**src/rtl/imm_gen_pipe.sv**
```systemverilog
// -----------------------------------------------------------------------------
// imm_gen_pipe
//
// Pipelined immediate generator for the miniRV decode path. The immediate
// format is decoded from the opcode, the immediate is sign-extended to XLEN,
// pc + imm is computed, and the results are buffered in a small circular
// FIFO with valid/ready handshakes on both sides.
//
// Optional feature macro: IMM_Z_EN
//   defined   : CSRRWI/CSRRSI/CSRRCI (opcode 1110011, inst[14]=1) decode as
//               type Z with imm = zero-extended inst[19:15].
//   undefined : those instructions decode as I using the CSR field.
//
// Parameters:
//   XLEN   datapath width (32 or 64)
//   DEPTH  FIFO entries (power of two, >= 2)
//
// Ports:
//   cpu_clk     clock, rising edge
//   cpu_rst     synchronous active-high reset
//   flush       discard all buffered entries (priority over push/pop)
//   in_valid    inst/pc valid
//   in_ready    FIFO can accept an entry (registered state only)
//   inst        raw instruction word
//   pc          instruction address
//   out_valid   head entry valid
//   out_ready   consumer takes the head entry
//   out_imm     sign-extended immediate (0 while out_valid=0)
//   out_type    NONE=0 I=1 S=2 B=3 U=4 J=5 Z=6 (0 while out_valid=0)
//   out_target  pc + out_imm (0 while out_valid=0)
//   out_inst    instruction passed through (0 while out_valid=0)
//   level       current occupancy
// -----------------------------------------------------------------------------
module imm_gen_pipe #(
  parameter int XLEN  = 32,
  parameter int DEPTH = 2
) (
  input  logic                    cpu_clk,
  input  logic                    cpu_rst,
  input  logic                    flush,
  input  logic                    in_valid,
  output logic                    in_ready,
  input  logic [31:0]             inst,
  input  logic [XLEN-1:0]         pc,
  output logic                    out_valid,
  input  logic                    out_ready,
  output logic [XLEN-1:0]         out_imm,
  output logic [2:0]              out_type,
  output logic [XLEN-1:0]         out_target,
  output logic [31:0]             out_inst,
  output logic [$clog2(DEPTH):0]  level
);

  localparam int AW = $clog2(DEPTH);
  localparam int LW = AW + 1;

  localparam logic [2:0] T_NONE = 3'd0;
  localparam logic [2:0] T_I    = 3'd1;
  localparam logic [2:0] T_S    = 3'd2;
  localparam logic [2:0] T_B    = 3'd3;
  localparam logic [2:0] T_U    = 3'd4;
  localparam logic [2:0] T_J    = 3'd5;
`ifdef IMM_Z_EN
  localparam logic [2:0] T_Z    = 3'd6;
`endif

  // Extend a 32-bit value (already sign-correct in bit 31) to XLEN.
  function automatic logic [XLEN-1:0] sext32(input logic [31:0] v);
    logic [XLEN-1:0] r;
    r       = {XLEN{v[31]}};
    r[31:0] = v;
    return r;
  endfunction

  logic [2:0]       dec_type_s;
  logic [31:0]      dec_raw_s;
  logic [XLEN-1:0]  dec_imm_s;
  logic [XLEN-1:0]  dec_target_s;

  logic [XLEN-1:0]  imm_mem    [DEPTH];
  logic [2:0]       type_mem   [DEPTH];
  logic [XLEN-1:0]  target_mem [DEPTH];
  logic [31:0]      inst_mem   [DEPTH];

  logic [AW-1:0]    rd_ptr_r;
  logic [AW-1:0]    wr_ptr_r;
  logic [LW-1:0]    level_r;

  logic             push_s;
  logic             pop_s;
  logic             wr_en_s;

  // Opcode decode and immediate assembly; every format is first built as a
  // 32-bit value whose bit 31 carries the correct extension bit.
  always_comb begin
    dec_type_s = T_NONE;
    dec_raw_s  = 32'd0;
    case (inst[6:0])
      7'b0010011, 7'b0000011, 7'b1100111: begin
        dec_type_s = T_I;
        dec_raw_s  = {{20{inst[31]}}, inst[31:20]};
      end
      7'b1110011: begin
`ifdef IMM_Z_EN
        if (inst[14]) begin
          dec_type_s = T_Z;
          dec_raw_s  = {27'd0, inst[19:15]};
        end else begin
          dec_type_s = T_I;
          dec_raw_s  = {{20{inst[31]}}, inst[31:20]};
        end
`else
        dec_type_s = T_I;
        dec_raw_s  = {{20{inst[31]}}, inst[31:20]};
`endif
      end
      7'b0100011: begin
        dec_type_s = T_S;
        dec_raw_s  = {{20{inst[31]}}, inst[31:25], inst[11:7]};
      end
      7'b1100011: begin
        dec_type_s = T_B;
        dec_raw_s  = {{19{inst[31]}}, inst[31], inst[7], inst[30:25], inst[11:8], 1'b0};
      end
      7'b0110111, 7'b0010111: begin
        dec_type_s = T_U;
        dec_raw_s  = {inst[31:12], 12'd0};
      end
      7'b1101111: begin
        dec_type_s = T_J;
        dec_raw_s  = {{11{inst[31]}}, inst[31], inst[19:12], inst[20], inst[30:21], 1'b0};
      end
      default: begin
        dec_type_s = T_NONE;
        dec_raw_s  = 32'd0;
      end
    endcase
    dec_imm_s    = sext32(dec_raw_s);
    dec_target_s = pc + dec_imm_s;
  end

  // Handshake qualifiers; in_ready looks only at the occupancy register, so a
  // full FIFO never accepts even when it is popped in the same cycle.
  assign in_ready  = (level_r != LW'(DEPTH));
  assign out_valid = (level_r != LW'(0));
  assign push_s    = in_valid && in_ready;
  assign pop_s     = out_valid && out_ready;
  assign wr_en_s   = push_s && !flush && !cpu_rst;
  assign level     = level_r;

  // Pointer and occupancy bookkeeping; reset beats flush beats push/pop.
  always_ff @(posedge cpu_clk) begin
    if (cpu_rst) begin
      rd_ptr_r <= AW'(0);
      wr_ptr_r <= AW'(0);
      level_r  <= LW'(0);
    end else if (flush) begin
      rd_ptr_r <= AW'(0);
      wr_ptr_r <= AW'(0);
      level_r  <= LW'(0);
    end else begin
      if (push_s) begin
        wr_ptr_r <= wr_ptr_r + AW'(1);
      end else begin
        wr_ptr_r <= wr_ptr_r;
      end
      if (pop_s) begin
        rd_ptr_r <= rd_ptr_r + AW'(1);
      end else begin
        rd_ptr_r <= rd_ptr_r;
      end
      case ({push_s, pop_s})
        2'b10:   level_r <= level_r + LW'(1);
        2'b01:   level_r <= level_r - LW'(1);
        default: level_r <= level_r;
      endcase
    end
  end

  // Entry storage; contents need no reset because the outputs are masked
  // whenever the FIFO is empty.
  always_ff @(posedge cpu_clk) begin
    if (wr_en_s) begin
      imm_mem[wr_ptr_r]    <= dec_imm_s;
      type_mem[wr_ptr_r]   <= dec_type_s;
      target_mem[wr_ptr_r] <= dec_target_s;
      inst_mem[wr_ptr_r]   <= inst;
    end
  end

  // Head-entry presentation, forced to zero while nothing is valid.
  always_comb begin
    if (out_valid) begin
      out_imm    = imm_mem[rd_ptr_r];
      out_type   = type_mem[rd_ptr_r];
      out_target = target_mem[rd_ptr_r];
      out_inst   = inst_mem[rd_ptr_r];
    end else begin
      out_imm    = '0;
      out_type   = 3'd0;
      out_target = '0;
      out_inst   = 32'd0;
    end
  end

endmodule

```
**config.mk**
```make
export PLATFORM = sky130hd
export DESIGN_NAME = imm_gen_pipe
export DESIGN_NICKNAME = d
export VERILOG_FILES = /design/src/rtl/imm_gen_pipe.sv
export SDC_FILE = /design/constraint.sdc
export NUM_CORES = 1
export LEC_CHECK = 0
export ABC_AREA = 1
export CAP_MARGIN = 20
export CORE_MARGIN = 4
export CORE_UTILIZATION = 35
export DETAILED_ROUTE_END_ITERATION = 10
export MAX_ROUTING_LAYER = met4
export SETUP_SLACK_MARGIN = 0.4
export SYNTH_ARGS = -nofsm -noshare
export SYNTH_HDL_FRONTEND = slang
export SYNTH_SLANG_ARGS = --single-unit
```
**constraint.sdc**
```tcl
create_clock -name cpu_clk -period 11.69 [get_ports cpu_clk]
set_clock_uncertainty 0.15 [all_clocks]
set_input_delay 1.7535 -clock cpu_clk [delete_from_list [all_inputs] [get_ports cpu_clk]]
set_output_delay 1.7535 -clock cpu_clk [all_outputs]
set_load 0.1 [all_outputs]
```
==> impl_metrics.json <==
{
  "outcome": "completed",
  "synth_nets": 1245,
  "placedInstanceArea_um2": 12600,
  "power-per-cell-area_nw_per_um2": 137,
  "cts_post_setup_buffers_inserted": 0,
  "root_buffer": "clkbuf_16",
  "diodes": 0,
  "layout.cell_area.non_filler_um2": 13300,
  "power.net_switching_mw": 0.525,
  "netlist_instances": 1143,
  "drt_pass1_iterations": 5,
  "critical-path-max-stage-delay_ps": 1190,
  "final_nets": 1413,
  "post-route-min-period_ps": 5950,
  "power.switching_fraction_pct": 28.9,
  "num_vias": 8146,
  "timing_hold_violations_final": 0,
  "clock_sink_count": 203,
  "io_buffer_count": 171,
  "worstPathCellList": "inv_2, buf_4, nand2_1, a21oi_1, clkdlybuf4s50_1",
  "setup_total_negative_slack_ps": 0,
  "cts_tree": "done",
  "wl_cell_um": 17.9,
  "grt_first_pass_wirelength_um": 46300,
  "flow.area_growth_from_synthesis_pct": 26.8,
  "fraction_of_final_layout_cells_with_drive_strength_greater_than_1_pct": 6.27,
  "antenna_violating_nets_post_route": 0,
  "via_per_inst": 4.77,
  "path_delay_family": "buffers and inverters",
  "cts.clk_slew.worst_paths_ps": 60,
  "boundaryPins": 172,
  "worst-path-buf-inv": 3,
  "fin_crit_sh_pct": 50.9,
  "worst_hold_slack_ps": 317,
  "grt_antenna_before_repair": 0,
  "route.detailed.drc": 0,
  "postRouteWirelength_um": 30600,
  "fp-row-count": 62,
  "max_slew_margin_pct": 30.7,
  "cts-buffers-inserted": 22,
  "clock_latency_ps": 510,
  "post_cts_resize_count": 0,
  "critical-path-slowest-cell": "clkdlybuf4s50_1",
  "syn_avg_cell_area_um2": 9.14,
  "p_int_mw": 1.29,
  "hpwl_um": 22200,
  "first_global_vias": 8094,
  "vdd_ir_max_mv": 0.0787,
  "critical_path_class": "reg2out",
  "drtIter0Drc": 662,
  "number_of_enable_type_register_cells_in_the_synthesized_netlist": 198,
  "synth.yosys.warnings": 0,
  "gp_routability_congestion": 0.923,
  "worstSetupEndpointType": "primary output",
  "yosys.area.top_type": "edfxtp_1",
  "max_cap_viol_count": 0,
  "post-synth-top-area-fraction_pct": 56.9,
  "timing.final.max_slew_violations": 0,
  "cts_hold_buffers": 0,
  "synth_flop_cell": "edfxtp_1",
  "static-leakage-power_nw": 5.56,
  "crit_arrival_ps": 4050,
  "synth.cell_area_um2": 10400,
  "die_area_um2": 32700,
  "maxClockFrequency_mhz": 168,
  "seq_area_frac_synth_pct": 57.9,
  "grt_setup_unrepaired": "false",
  "netlist-cell-type-count": 41,
  "max_slew.worst_pin.slew_ps": 1040,
  "seq_power_share_pct": 45.3,
  "core_um2": 29100,
  "required_ps": 9790,
  "worstSetupStartpointType": "register",
  "finalSetupViolations": 0,
  "maximum_number_of_pins_on_one_net_before_global_route_repair": 60,
  "initial_utilization_pct": 35.9,
  "cts_htree_levels": 1,
  "die-width_um": 181,
  "seq_cells_post_synth": 203,
  "timing.critical_path.fanout_max": 55,
  "power.clock.fraction_pct": 36.6,
  "layout.cells.most_common": "nand2_1",
  "asyncSetResetFlopFracSynth_pct": 0,
  "die-height_um": 181,
  "cts_max_path_buffers": 3,
  "pwr-share-comb_pct": 18.0,
  "grt.total_usage_pct": 18.5,
  "overflow": 0,
  "layout_common_cells": "450 x nand2_1, 198 x edfxtp_1, 171 x clkdlybuf4s50_1",
  "post_synth_main_area_contributors": "edfxtp_1 57%, nand2_1 16%, a21oi_1 6.0%",
  "worst_hold_path_type": "reg2reg"
}
synthesized netlist by cell type, drive strengths merged (11+ instances only):
master and count:
a21oi 126, buf 11, clkbuf 24, edfxtp 198, ha 32, inv 124, nand2 460, nand3 37
nor2 66, o21ai 17, xor2 14
state kept, by name, summed over array words and instances, names as in the netlist, named ones only:
register    count
target_mem     64
level           2
type_mem        6
imm_mem        64
inst_mem       64
rd_ptr_r        1
wr_ptr_r        1
per-stage QoR:
step | util (%) | setup slack (ps) | std cells | power, mW
5_1_grt | 45.6 | 5520 | 1708 | 1.88
6_report | 45.6 | 5740 | 1708 | 1.82
2_1_floorplan | - | 1890 | 1143 | 1.06
3_5_place_dp | 43.2 | 6160 | 1671 | 1.17
3_3_place_gp | 43.1 | 6190 | 1670 | 1.16
4_1_cts | 45.6 | 5660 | 1708 | 1.84
power groups by stage:
stage | Sequential [mW] | Combinational, mW | Clock [mW]
2_1_floorplan | 0.841 | 0.221 | 0
6_report | 0.823 | 0.327 | 0.665
4_1_cts | 0.823 | 0.330 | 0.685
3_3_place_gp | 0.838 | 0.327 | 0
5_1_grt | 0.824 | 0.346 | 0.711
3_5_place_dp | 0.838 | 0.328 | 0
metal layers:
metal  vias up  part of all wire (%)  track usage (%)
met2       197                    48             31.1
met4         0                   1.5             3.12
met3        30                   5.1             2.80
met5         -                     0                -
met1      3823                    45             24.3
li1       4096                     -                -
path summary, 6_finish.rpt:
check,startpoint,endpoint,slack (ps),cells past startpoint
worst max-delay path,register,out_imm[15],5740,5
worst min-delay path,wr_ptr_r,wr_ptr_r,320,2
worst min register to register,wr_ptr_r,wr_ptr_r,320,2
worst max register to register,level[0],target_mem[1][24],8910,6
final cells by class:
class,count,area [µm²]
Fill cell,2810,15800
Sequential cell,203,6050
Multi-Input combinational cell,781,3790
Timing Repair Buffer,179,1780
Clock buffer,27,569
Tap cell,384,480
Inverter,124,468
Clock inverter,10,114
cells by family (layout without fill, tap and decap cells):
logic type | Yosys count | in the layout | synth area share, %
DFF | 203 | 203 | 57.9
adders and majority gates | 33 | 33 | 4.02
buffers and inverters | 159 | 340 | 6.06
xor gates and xnor gates | 16 | 16 | 1.34
and+or+nand+nor | 579 | 579 | 22.7
AOI/OAI and AO/OA | 153 | 153 | 7.98
worst min-delay path: stages, from the launching register on:
cell and delay (ps):
dfxtp_1 310, nand2_1 60, a21oi_1 50
No activity file was read; power rests on OpenSTA's default activity.
